<file path="src/rtl/dvb_pls_dec_rm_fht.sv">
// RM(1,pM) soft-decision decoder: serial Hadamard correlation, then a shifted sort for best/second-best row.
// Optional build macro DVB_PLS_DEC_RM_FHT_MARGIN_EN enables second-best tracking and omargin.

module dvb_pls_dec_rm_fht_lane #(
  parameter  int pM     = 5,
  parameter  int pDAT_W = 4,
  parameter  int W      = 0,
  localparam int pSUM_W = pDAT_W + pM
) (
  input  logic              iclk,
  input  logic              ireset_n,
  input  logic              iclkena,
  input  logic              iload,
  input  logic              iadd,
  input  logic              ishift,
  input  logic [pM-1:0]     ik,
  input  logic [pDAT_W-1:0] idat,
  input  logic [pSUM_W-1:0] ishift_in,
  output logic [pSUM_W-1:0] oacc
);
  localparam logic [pM-1:0] ROW = pM'(W);

  logic [pSUM_W-1:0] dext, term, acc_d, acc_q;

  always_comb begin
    dext  = {{pM{idat[pDAT_W-1]}}, idat};
    term  = (^(ROW & ik)) ? (~dext + pSUM_W'(1)) : dext;
    acc_d = acc_q;
    if (iload)       acc_d = term;
    else if (iadd)   acc_d = acc_q + term;
    else if (ishift) acc_d = ishift_in;
  end

  always_ff @(posedge iclk or negedge ireset_n)
    if (!ireset_n)    acc_q <= '0;
    else if (iclkena) acc_q <= acc_d;

  assign oacc = acc_q;
endmodule

module dvb_pls_dec_rm_fht #(
  parameter  int pM     = 5,
  parameter  int pDAT_W = 4,
  localparam int pSUM_W = pDAT_W + pM
) (
  input  logic              iclk,
  input  logic              ireset_n,
  input  logic              iclkena,
  input  logic              isop,
  input  logic              ival,
  input  logic              ieop,
  input  logic [pDAT_W-1:0] idat,
  output logic              ordy,
  output logic              oerr,
  output logic              oval,
  output logic [pM:0]       odat,
  output logic [pSUM_W-1:0] ometric,
  output logic [pSUM_W-1:0] omargin
);
  localparam int N = 1 << pM;
  localparam logic [pM-1:0] K_LAST = '1;

  typedef enum logic [2:0] {S_IDLE, S_ACC, S_SORT, S_FLUSH, S_OUT} state_t;

  state_t state_q, state_d;
  logic [pM-1:0] cnt_q, cnt_d;
  logic acc_in, lane_load, lane_add, lane_shift, clear_best;
  logic [pM-1:0] lane_k;
  logic [N-1:0][pSUM_W-1:0] acc, shin;

  logic              vld_q, vld_d, sgn_q, sgn_d, bsgn_q, bsgn_d;
  logic [pSUM_W-1:0] abs_q, abs_d, best_q, best_d;
  logic [pM-1:0]     idx_q, idx_d, bidx_q, bidx_d;
`ifdef DVB_PLS_DEC_RM_FHT_MARGIN_EN
  logic [pSUM_W-1:0] sec_q, sec_d;
`endif

  logic              oerr_q, oerr_d, oval_q, oval_d;
  logic [pM:0]       odat_q, odat_d;
  logic [pSUM_W-1:0] omet_q, omet_d, omar_q, omar_d;

  assign ordy   = (state_q == S_IDLE) || (state_q == S_ACC);
  assign acc_in = ival & ordy;
  assign lane_k = lane_load ? '0 : cnt_q;
  // During SORT every lane takes its upper neighbour, so row w reaches lane 0 on sort cycle w.
  assign shin   = {{pSUM_W{1'b0}}, acc[N-1:1]};

  for (genvar w = 0; w < N; w++) begin : g_lane
    dvb_pls_dec_rm_fht_lane #(.pM(pM), .pDAT_W(pDAT_W), .W(w)) u_lane (
      .iclk(iclk), .ireset_n(ireset_n), .iclkena(iclkena),
      .iload(lane_load), .iadd(lane_add), .ishift(lane_shift),
      .ik(lane_k), .idat(idat), .ishift_in(shin[w]), .oacc(acc[w])
    );
  end

  always_comb begin
    state_d    = state_q;
    cnt_d      = cnt_q;
    oerr_d     = 1'b0;
    lane_load  = 1'b0;
    lane_add   = 1'b0;
    lane_shift = 1'b0;
    clear_best = 1'b0;
    case (state_q)
      S_IDLE: if (acc_in && isop) begin
        lane_load = 1'b1;
        cnt_d     = pM'(1);
        state_d   = S_ACC;
      end
      S_ACC: if (acc_in) begin
        if (isop) begin
          lane_load = 1'b1;
          cnt_d     = pM'(1);
        end else begin
          lane_add = 1'b1;
          if (ieop && cnt_q == K_LAST) begin
            state_d    = S_SORT;
            cnt_d      = '0;
            clear_best = 1'b1;
          end else if (ieop || cnt_q == K_LAST) begin
            oerr_d  = 1'b1;
            state_d = S_IDLE;
            cnt_d   = '0;
          end else begin
            cnt_d = cnt_q + pM'(1);
          end
        end
      end
      S_SORT: begin
        lane_shift = 1'b1;
        cnt_d      = cnt_q + pM'(1);
        if (cnt_q == K_LAST) begin
          state_d = S_FLUSH;
          cnt_d   = '0;
        end
      end
      S_FLUSH: begin
        cnt_d = cnt_q + pM'(1);
        if (cnt_q == pM'(1)) begin
          state_d = S_OUT;
          cnt_d   = '0;
        end
      end
      S_OUT:   state_d = S_IDLE;
      default: state_d = S_IDLE;
    endcase
  end

  // Stage 1 registers |sum| and sign of lane 0; stage 2 keeps the running best/second best.
  always_comb begin
    vld_d  = (state_q == S_SORT);
    idx_d  = cnt_q;
    sgn_d  = acc[0][pSUM_W-1];
    abs_d  = sgn_d ? (~acc[0] + pSUM_W'(1)) : acc[0];
    best_d = best_q;
    bidx_d = bidx_q;
    bsgn_d = bsgn_q;
`ifdef DVB_PLS_DEC_RM_FHT_MARGIN_EN
    sec_d  = sec_q;
`endif
    if (clear_best) begin
      best_d = '0;
      bidx_d = '0;
      bsgn_d = 1'b0;
`ifdef DVB_PLS_DEC_RM_FHT_MARGIN_EN
      sec_d  = '0;
`endif
    end else if (vld_q) begin
      if (abs_q > best_q) begin
`ifdef DVB_PLS_DEC_RM_FHT_MARGIN_EN
        sec_d  = best_q;
`endif
        best_d = abs_q;
        bidx_d = idx_q;
        bsgn_d = sgn_q;
      end
`ifdef DVB_PLS_DEC_RM_FHT_MARGIN_EN
      else if (abs_q > sec_q) sec_d = abs_q;
`endif
    end
  end

  always_comb begin
    oval_d = (state_q == S_OUT);
    odat_d = odat_q;
    omet_d = omet_q;
    omar_d = omar_q;
    if (oval_d) begin
      odat_d = {bidx_q, bsgn_q};
      omet_d = best_q;
`ifdef DVB_PLS_DEC_RM_FHT_MARGIN_EN
      omar_d = best_q - sec_q;
`else
      omar_d = '0;
`endif
    end
  end

  always_ff @(posedge iclk or negedge ireset_n)
    if (!ireset_n) begin
      state_q <= S_IDLE;
      cnt_q   <= '0;
      vld_q   <= 1'b0;
      abs_q   <= '0;
      sgn_q   <= 1'b0;
      idx_q   <= '0;
      best_q  <= '0;
      bidx_q  <= '0;
      bsgn_q  <= 1'b0;
`ifdef DVB_PLS_DEC_RM_FHT_MARGIN_EN
      sec_q   <= '0;
`endif
      oerr_q  <= 1'b0;
      oval_q  <= 1'b0;
      odat_q  <= '0;
      omet_q  <= '0;
      omar_q  <= '0;
    end else if (iclkena) begin
      state_q <= state_d;
      cnt_q   <= cnt_d;
      vld_q   <= vld_d;
      abs_q   <= abs_d;
      sgn_q   <= sgn_d;
      idx_q   <= idx_d;
      best_q  <= best_d;
      bidx_q  <= bidx_d;
      bsgn_q  <= bsgn_d;
`ifdef DVB_PLS_DEC_RM_FHT_MARGIN_EN
      sec_q   <= sec_d;
`endif
      oerr_q  <= oerr_d;
      oval_q  <= oval_d;
      odat_q  <= odat_d;
      omet_q  <= omet_d;
      omar_q  <= omar_d;
    end

  assign oerr    = oerr_q;
  assign oval    = oval_q;
  assign odat    = odat_q;
  assign ometric = omet_q;
  assign omargin = omar_q;
endmodule

</file>
<file path="config.mk">
export PLATFORM = sky130hd
export DESIGN_NAME = dvb_pls_dec_rm_fht
export DESIGN_NICKNAME = d
export VERILOG_FILES = /design/src/rtl/dvb_pls_dec_rm_fht.sv
export SDC_FILE = /design/constraint.sdc
export NUM_CORES = 1
export LEC_CHECK = 0
export CAP_MARGIN = 25
export CORE_MARGIN = 1
export CORE_UTILIZATION = 40
export CTS_CLUSTER_SIZE = 28
export DETAILED_ROUTE_END_ITERATION = 10
export GPL_TIMING_DRIVEN = 1
export MAX_ROUTING_LAYER = met4
export PLACE_DENSITY = 0.59
export SYNTH_ARGS = -nofsm -noshare
export SYNTH_HDL_FRONTEND = slang
export SYNTH_SLANG_ARGS = --single-unit
export TNS_END_PERCENT = 20
</file>
<file path="constraint.sdc">
create_clock -name iclk -period 3.3 [get_ports iclk]
set_input_delay 0.33 -clock iclk [delete_from_list [all_inputs] [get_ports iclk]]
set_output_delay 0.33 -clock iclk [all_outputs]
set_load 0.02 [all_outputs]
</file>
Yosys cells after proc, flatten, opt, wreduce, memory -nomap -nowiden. Index checks and enable logic that the tools add are counted.

Add/subtract/negate cells: 35. $lt $le $gt $ge: 1. Equal/unequal tests: 12. Mux-type cells: 171. Bitwise operators: 3. Reductions and logical operators: 45.

Operators by type and width (count): 9-bit two-way mux (131); 9-bit adder (32); 5-bit parity (31); 5-bit two-way mux (11); 3-bit two-way mux (7); 5-bit case mux with 4 select lines (1); 1-bit two-way mux (19); 9-bit by 1-bit adder with 9-bit output (second input constant) (2); 9-bit inverter (2); 3-bit case mux with 4 select lines (1); 9-bit greater-than comparator (1); 7-bit AND reduction (1); 3-bit by 2-bit == test with 1-bit output (second input constant) (2); 2-bit != test (second input constant) (3); 5-bit by 1-bit adder with 5-bit output (second input constant) (1); 5-bit by 1-bit == test with 1-bit output (second input constant) (1); 5-bit == test (second input constant) (1); 2-bit by 1-bit != test with 1-bit output (second input constant) (2); 2-bit AND reduction (2); 4-bit AND reduction (1); 2-bit nonzero test (2); 4-bit nonzero test (1); 3-bit by 1-bit == test with 1-bit output (second input constant) (1); 3-bit == test (second input constant) (1); 8 further kinds (10).

Flip-flop bits (word level): 344. Input bits: 10. Output and inout port bits: 27. Word-level logic and storage cells: 312.

Logic depth before layout (Yosys ltp).
Depth after elaboration: 12. Gate-level depth with buffers: 17. Depth with buffers taken out: 13.

Hierarchy. A second synthesis with hierarchy kept.

Cell total of the unflattened synthesis: 4418. Area, all modules: 36513.8 µm².

Modules (own cells, without submodules): dvb_pls_dec_rm_fht_lane at g_lane[11].u_lane ... (times used 8, cells an instance 131, area each 1039.7 µm²); dvb_pls_dec_rm_fht_lane at g_lane[10].u_lane ... (times used 6, cells an instance 129, area each 1039.7 µm²); dvb_pls_dec_rm_fht_lane at g_lane[17].u_lane ... (times used 4, cells an instance 128, area each 1034.7 µm²); dvb_pls_dec_rm_fht_lane at g_lane[27].u_lane ... (times used 3, cells an instance 127, area each 1107.3 µm²); dvb_pls_dec_rm_fht_lane at g_lane[16].u_lane ... (times used 3, cells an instance 132, area each 1048.5 µm²); dvb_pls_dec_rm_fht (times used 1, cells an instance 286, area each 3045.4 µm²); dvb_pls_dec_rm_fht_lane at g_lane[8].u_lane (times used 1, cells an instance 132, area each 1091.0 µm²); dvb_pls_dec_rm_fht_lane at g_lane[15].u_lane (times used 1, cells an instance 134, area each 1083.5 µm²); dvb_pls_dec_rm_fht_lane at g_lane[23].u_lane (times used 1, cells an instance 127, area each 1057.3 µm²); dvb_pls_dec_rm_fht_lane at g_lane[1].u_lane (times used 1, cells an instance 133, area each 1056.0 µm²); dvb_pls_dec_rm_fht_lane at g_lane[31].u_lane (times used 1, cells an instance 129, area each 1053.5 µm²); dvb_pls_dec_rm_fht_lane at g_lane[19].u_lane (times used 1, cells an instance 131, area each 1036.0 µm²); dvb_pls_dec_rm_fht_lane at g_lane[7].u_lane (times used 1, cells an instance 125, area each 1028.5 µm²); dvb_pls_dec_rm_fht_lane at g_lane[0].u_lane (times used 1, cells an instance 110, area each 899.6 µm²).

Worst setup path before layout. Ideal clock, no wire load.

Path kind: input-to-reg. Start: input idat[3]. End: register g_lane[31].u_lane.acc_q[8]. Arrival time: 3494 ps. Required time: 3171 ps. Slack: -323 ps. Stages on the path: 17. Buffers on the path: 5. Cells stage by stage: clkbuf_1 > clkbuf_1 > buf_1 > buf_1 > nor2_1 > nand2_1 > ha_1 > clkbuf_1 > o21ai_0 > ha_1 > a21oi_1 > nor2b_1 > a311oi_1 > a21oi_1 > xnor2_1 > o21ai_1 > o2bb2ai_1.

Cells in the longest elaborated chain, start to end: 6.

RTL lines: start: declaration (line 52) `input logic [pDAT_W-1:0] idat,`; 9-bit inverter (line 27) `term = (^(ROW & ik)) ? (~dext + pSUM_W'(1)) : dext;`; 9-bit by 1-bit adder with 9-bit output (line 27); 9-bit two-way mux * (line 27); 9-bit adder (line 30) `else if (iadd) acc_d = acc_q + term;`; 9-bit two-way mux (line 30); 9-bit two-way mux * (line 29) `if (iload) acc_d = term;`; end signal: assignment (line 35) `if (!ireset_n) acc_q <= '0;`; end signal: assignment (line 36) `else if (iclkena) acc_q <= acc_d;`; end: declaration (line 23) `logic [pSUM_W-1:0] dext, term, acc_d, acc_q;`.

Mark *: on every way between the ends. The rest lies on a longest branch, timed or not. A chain may end at the register's enable or synchronous reset.

Worst setup path in the final report.
Start: register cnt_q[2]. End: register g_lane[31].u_lane.acc_q[8].

Cells in the longest elaborated chain, start to end: 6.

RTL lines: start: declaration (line 66) `logic [pM-1:0] cnt_q, cnt_d;`; start signal: assignment (line 220) `cnt_q <= cnt_d;`; 5-bit two-way mux * (line 84) `assign lane_k = lane_load ? '0 : cnt_q;`; 5-bit parity * (line 27); 9-bit two-way mux * (line 27); 9-bit adder (line 30); 9-bit two-way mux (line 30); 9-bit two-way mux * (line 29).

Marks and branches as above.

==> impl_metrics.toml <==
[logic_synthesis]
synth_edf_count = 0
synth.distinct_cells = 63
ys_seq_area_frac = 0.303
synth-seq-cells = 344
synth_ff_type = "dfrtp_1"
synthCells = 3435
netlist_area_mm2 = 0.0284
async_reset_ff_frac = 1.00
avgSynthCellArea_um2 = 8.27
yosysWarnings = 0

[placement]
place_hpwl_um = 64000
placed_cell_area_mm2 = 0.0327
globalplace.congestion = 0.899
io_buffers = 27

[critical_path]
slowest_delay_ns = 0.54
crit_chain = "xnor3_2, xnor2_2, buf_4, nand2_4, buf_6, mux2i_4, fa_2, nor2b_4, o21a_1, a311oi_4, a21oi_2, xnor2_1, o21ai_1, o2bb2ai_1"
critical_path_required_ns = 3.77
endpoint_kind = "register"
cp-start-kind = "register"
crit_fanout = 7
cp.arrival_ns = 3.78
critical_path.top_delay_family = "XOR/XNOR gates"
critical_path_buf_inv_count = 2
slowest_stage = "xnor3_2"
crit_type = "register to register"

[grt]
grt_max_degree = 106
grt_pass1_vias = 25400
antenna_found_initial = 2
grt_use_total = 0.268
grt-ovfl-total = 0
grt_pass1_wl_um = 147000

[die]
floorplan.initialDensity = 0.405
num_io_pins = 37
coreArea_mm2 = 0.0701
rows = 97
fp.dieW_um = 269
die-area_mm2 = 0.0721
die_h_um = 269

[outcome]
failed_checks = "setup timing"
status = "finished, violations left"

[cells_and_area]
nNetsFinal = 4045
drive_gt1_frac = 0.190
syn_to_final_growth_pct = 23.4
final_cell_area_mm2 = 0.0351

[drt]
via_per_inst = 5.63
first_iter_violations = 1769
route.detailed.drc = 0
wl_per_cell_um = 20.2
firstDrtPassIters = 8
drt_wl_total_um = 94900
vias = 26500
antenna_left = 0

[sta]
fin_setup_tns_ns = -0.0104
fmax_mhz = 302
rsz0062_at_grt = "true"
min_period_ns = 3.31
clock_skew_ns = 0.0277
relSlewSlack = 0.523
hold_viol_final = 0
setup_slack_ns = -0.0104
finalSetupViolCount = 1
worst_slew_pin_slew_ns = 0.714
post-route-period-util = 1.00
slew_violations = 0

[clocking]
clk_latency_ns = 0.60
cts_sinks = 344
cts_root_buffer = "clkbuf_16"
clk_pin_slew_ns = 0.06
cts_tree = "done"
cts_buffers = 44
clock_path_buffers = 3
h-tree-depth = 2

[power]
p_leak_nw = 16.0
peakVddDrop_mv = 0.462
power.density_mw_per_mm2 = 952

[worst_hold_path]
min_path_type = "input pin to asynchronous set/reset pin"

[job]
maxCapViolations = 0
layer usage:
metal,GRT usage,vias to the layer above,part of all wire
met5,-,-,0
met4,0.0731,0,0.030
met3,0.0272,149,0.053
met2,0.424,677,0.46
met1,0.363,12900,0.46
li1,-,12800,-
where the power goes:
part	switching, mW	leakage, nW	total, mW	internal (mW)
combinational	9.97	11.1	20.2	10.2
clock	2.10	0.734	5.12	3.02
sequential	2.05	4.20	8.06	6.00
cell usage after synthesis, types with 21 or more instances:
master	instances	area, µm²
nand2_1	433	1630
clkbuf_1	150	563
a21oi_1	348	1740
inv_1	75	282
buf_2	54	270
a21o_1	124	931
a311oi_1	61	534
o21a_1	56	420
mux2i_1	21	210
xnor2_1	217	1900
nor2_1	330	1240
fa_1	32	641
dfrtp_1	344	8610
ha_1	275	3440
o21ai_0	469	2350
o21bai_1	48	360
a221oi_1	60	526
xor2_1	68	596
mux2_2	51	574
per-stage QoR:
stage	worst slack, ns	std cells	hold WS (ns)	total power, mW	utilization
2_1_floorplan	-0.0353	3443	0.0344	20.6	-
3_3_place_gp	-0.474	4598	0.389	26.9	0.466
3_5_place_dp	-0.457	4598	0.387	27.2	0.466
4_1_cts	-0.0384	4683	0.335	32.6	0.489
5_1_grt	-0.160	4704	0.385	36.2	0.500
6_report	-0.0104	4704	0.313	33.4	0.500
flip-flops by register name, summed over array words and instances, names as in the netlist, 3 cells and up:
name,flops
g_lane.u_lane.oacc,288
abs_q,9
best_q,9
ometric,9
odat,6
bidx_q,5
cnt_q,5
idx_q,5
state_q,3
cells in the final DEF (no fill, tap or decap), drive strengths merged, types with 8 or more instances in the layout:
cell type,instances
a21oi,348
clkdlybuf4s50,22
clkinv,13
o221ai,8
fa,32
a21o,124
o21ai,475
buf,449
xor2,70
o211ai,17
nor4,10
a32o,15
o21bai,48
a311oi,61
conb,9
xnor2,220
nor3,17
inv,75
o21a,56
mux2,51
a221oi,60
mux2i,21
nor2b,13
nand2,438
a21boi,9
nor2,330
clkbuf,62
ha,275
dfrtp,344
final cells by class:
cell class / count / area, µm²
antenna: 1 / 2.50
clock buffer: 60 / 1230
clock inverter: 21 / 272
fill: 6748 / 35100
inverter: 75 / 282
multi-input combinational: 2789 / 19200
sequential: 344 / 8610
tap: 940 / 1180
timing repair buffer: 474 / 4280
worst register-to-register path, stage by stage, from the launching register on:
cell,delay (ns)
dfrtp_1,0.40
xnor3_2,0.54
xnor2_2,0.24
buf_4,0.17
nand2_4,0.06
buf_6,0.14
mux2i_4,0.19
fa_2,0.40
nor2b_4,0.11
o21a_1,0.20
a311oi_4,0.13
a21oi_2,0.20
xnor2_1,0.16
o21ai_1,0.08
o2bb2ai_1,0.16
repair_timing:
item                                   in CTS  in global routing
endpoints found under the hold margin      70                  0
setup endpoints to repair                  22                 97
pin swaps                                   5                 77
setup buffers                               3                 17
gates cloned                                0                  2
resized for setup                          18                134
hold buffers                                1                  0
logic make-up (layout without fill, tap and decap cells):
kind of cell	after synthesis	after routing	synth area share
compound gates	1258	1258	0.268
xor+xnor	292	292	0.0927
fa+ha+maj	307	307	0.144
buf+inv	310	630	0.0451
flops	344	344	0.303
mux	72	72	0.0276
other cells	1	10	0.000132
simple gates	851	851	0.120
path summary, 6_finish.rpt:
check	startpoint	endpoint	slack, ns	depth (start not counted)
worst max register to register	cnt_q[2]	g_lane[31].u_lane.oacc[8]	-0.01	14
worst min register to register	oval	oval	0.49	1
max in group asynchronous	ireset_n	g_lane[26].u_lane.oacc[5]	1.96	3
min in group iclk	idat[1]	g_lane[31].u_lane.oacc[1]	0.45	4
worst max-delay path	cnt_q[2]	g_lane[31].u_lane.oacc[8]	-0.01	14
worst min-delay path	ireset_n	ometric[1]	0.31	2
Note: power is estimated with default switching activity, not from simulation.
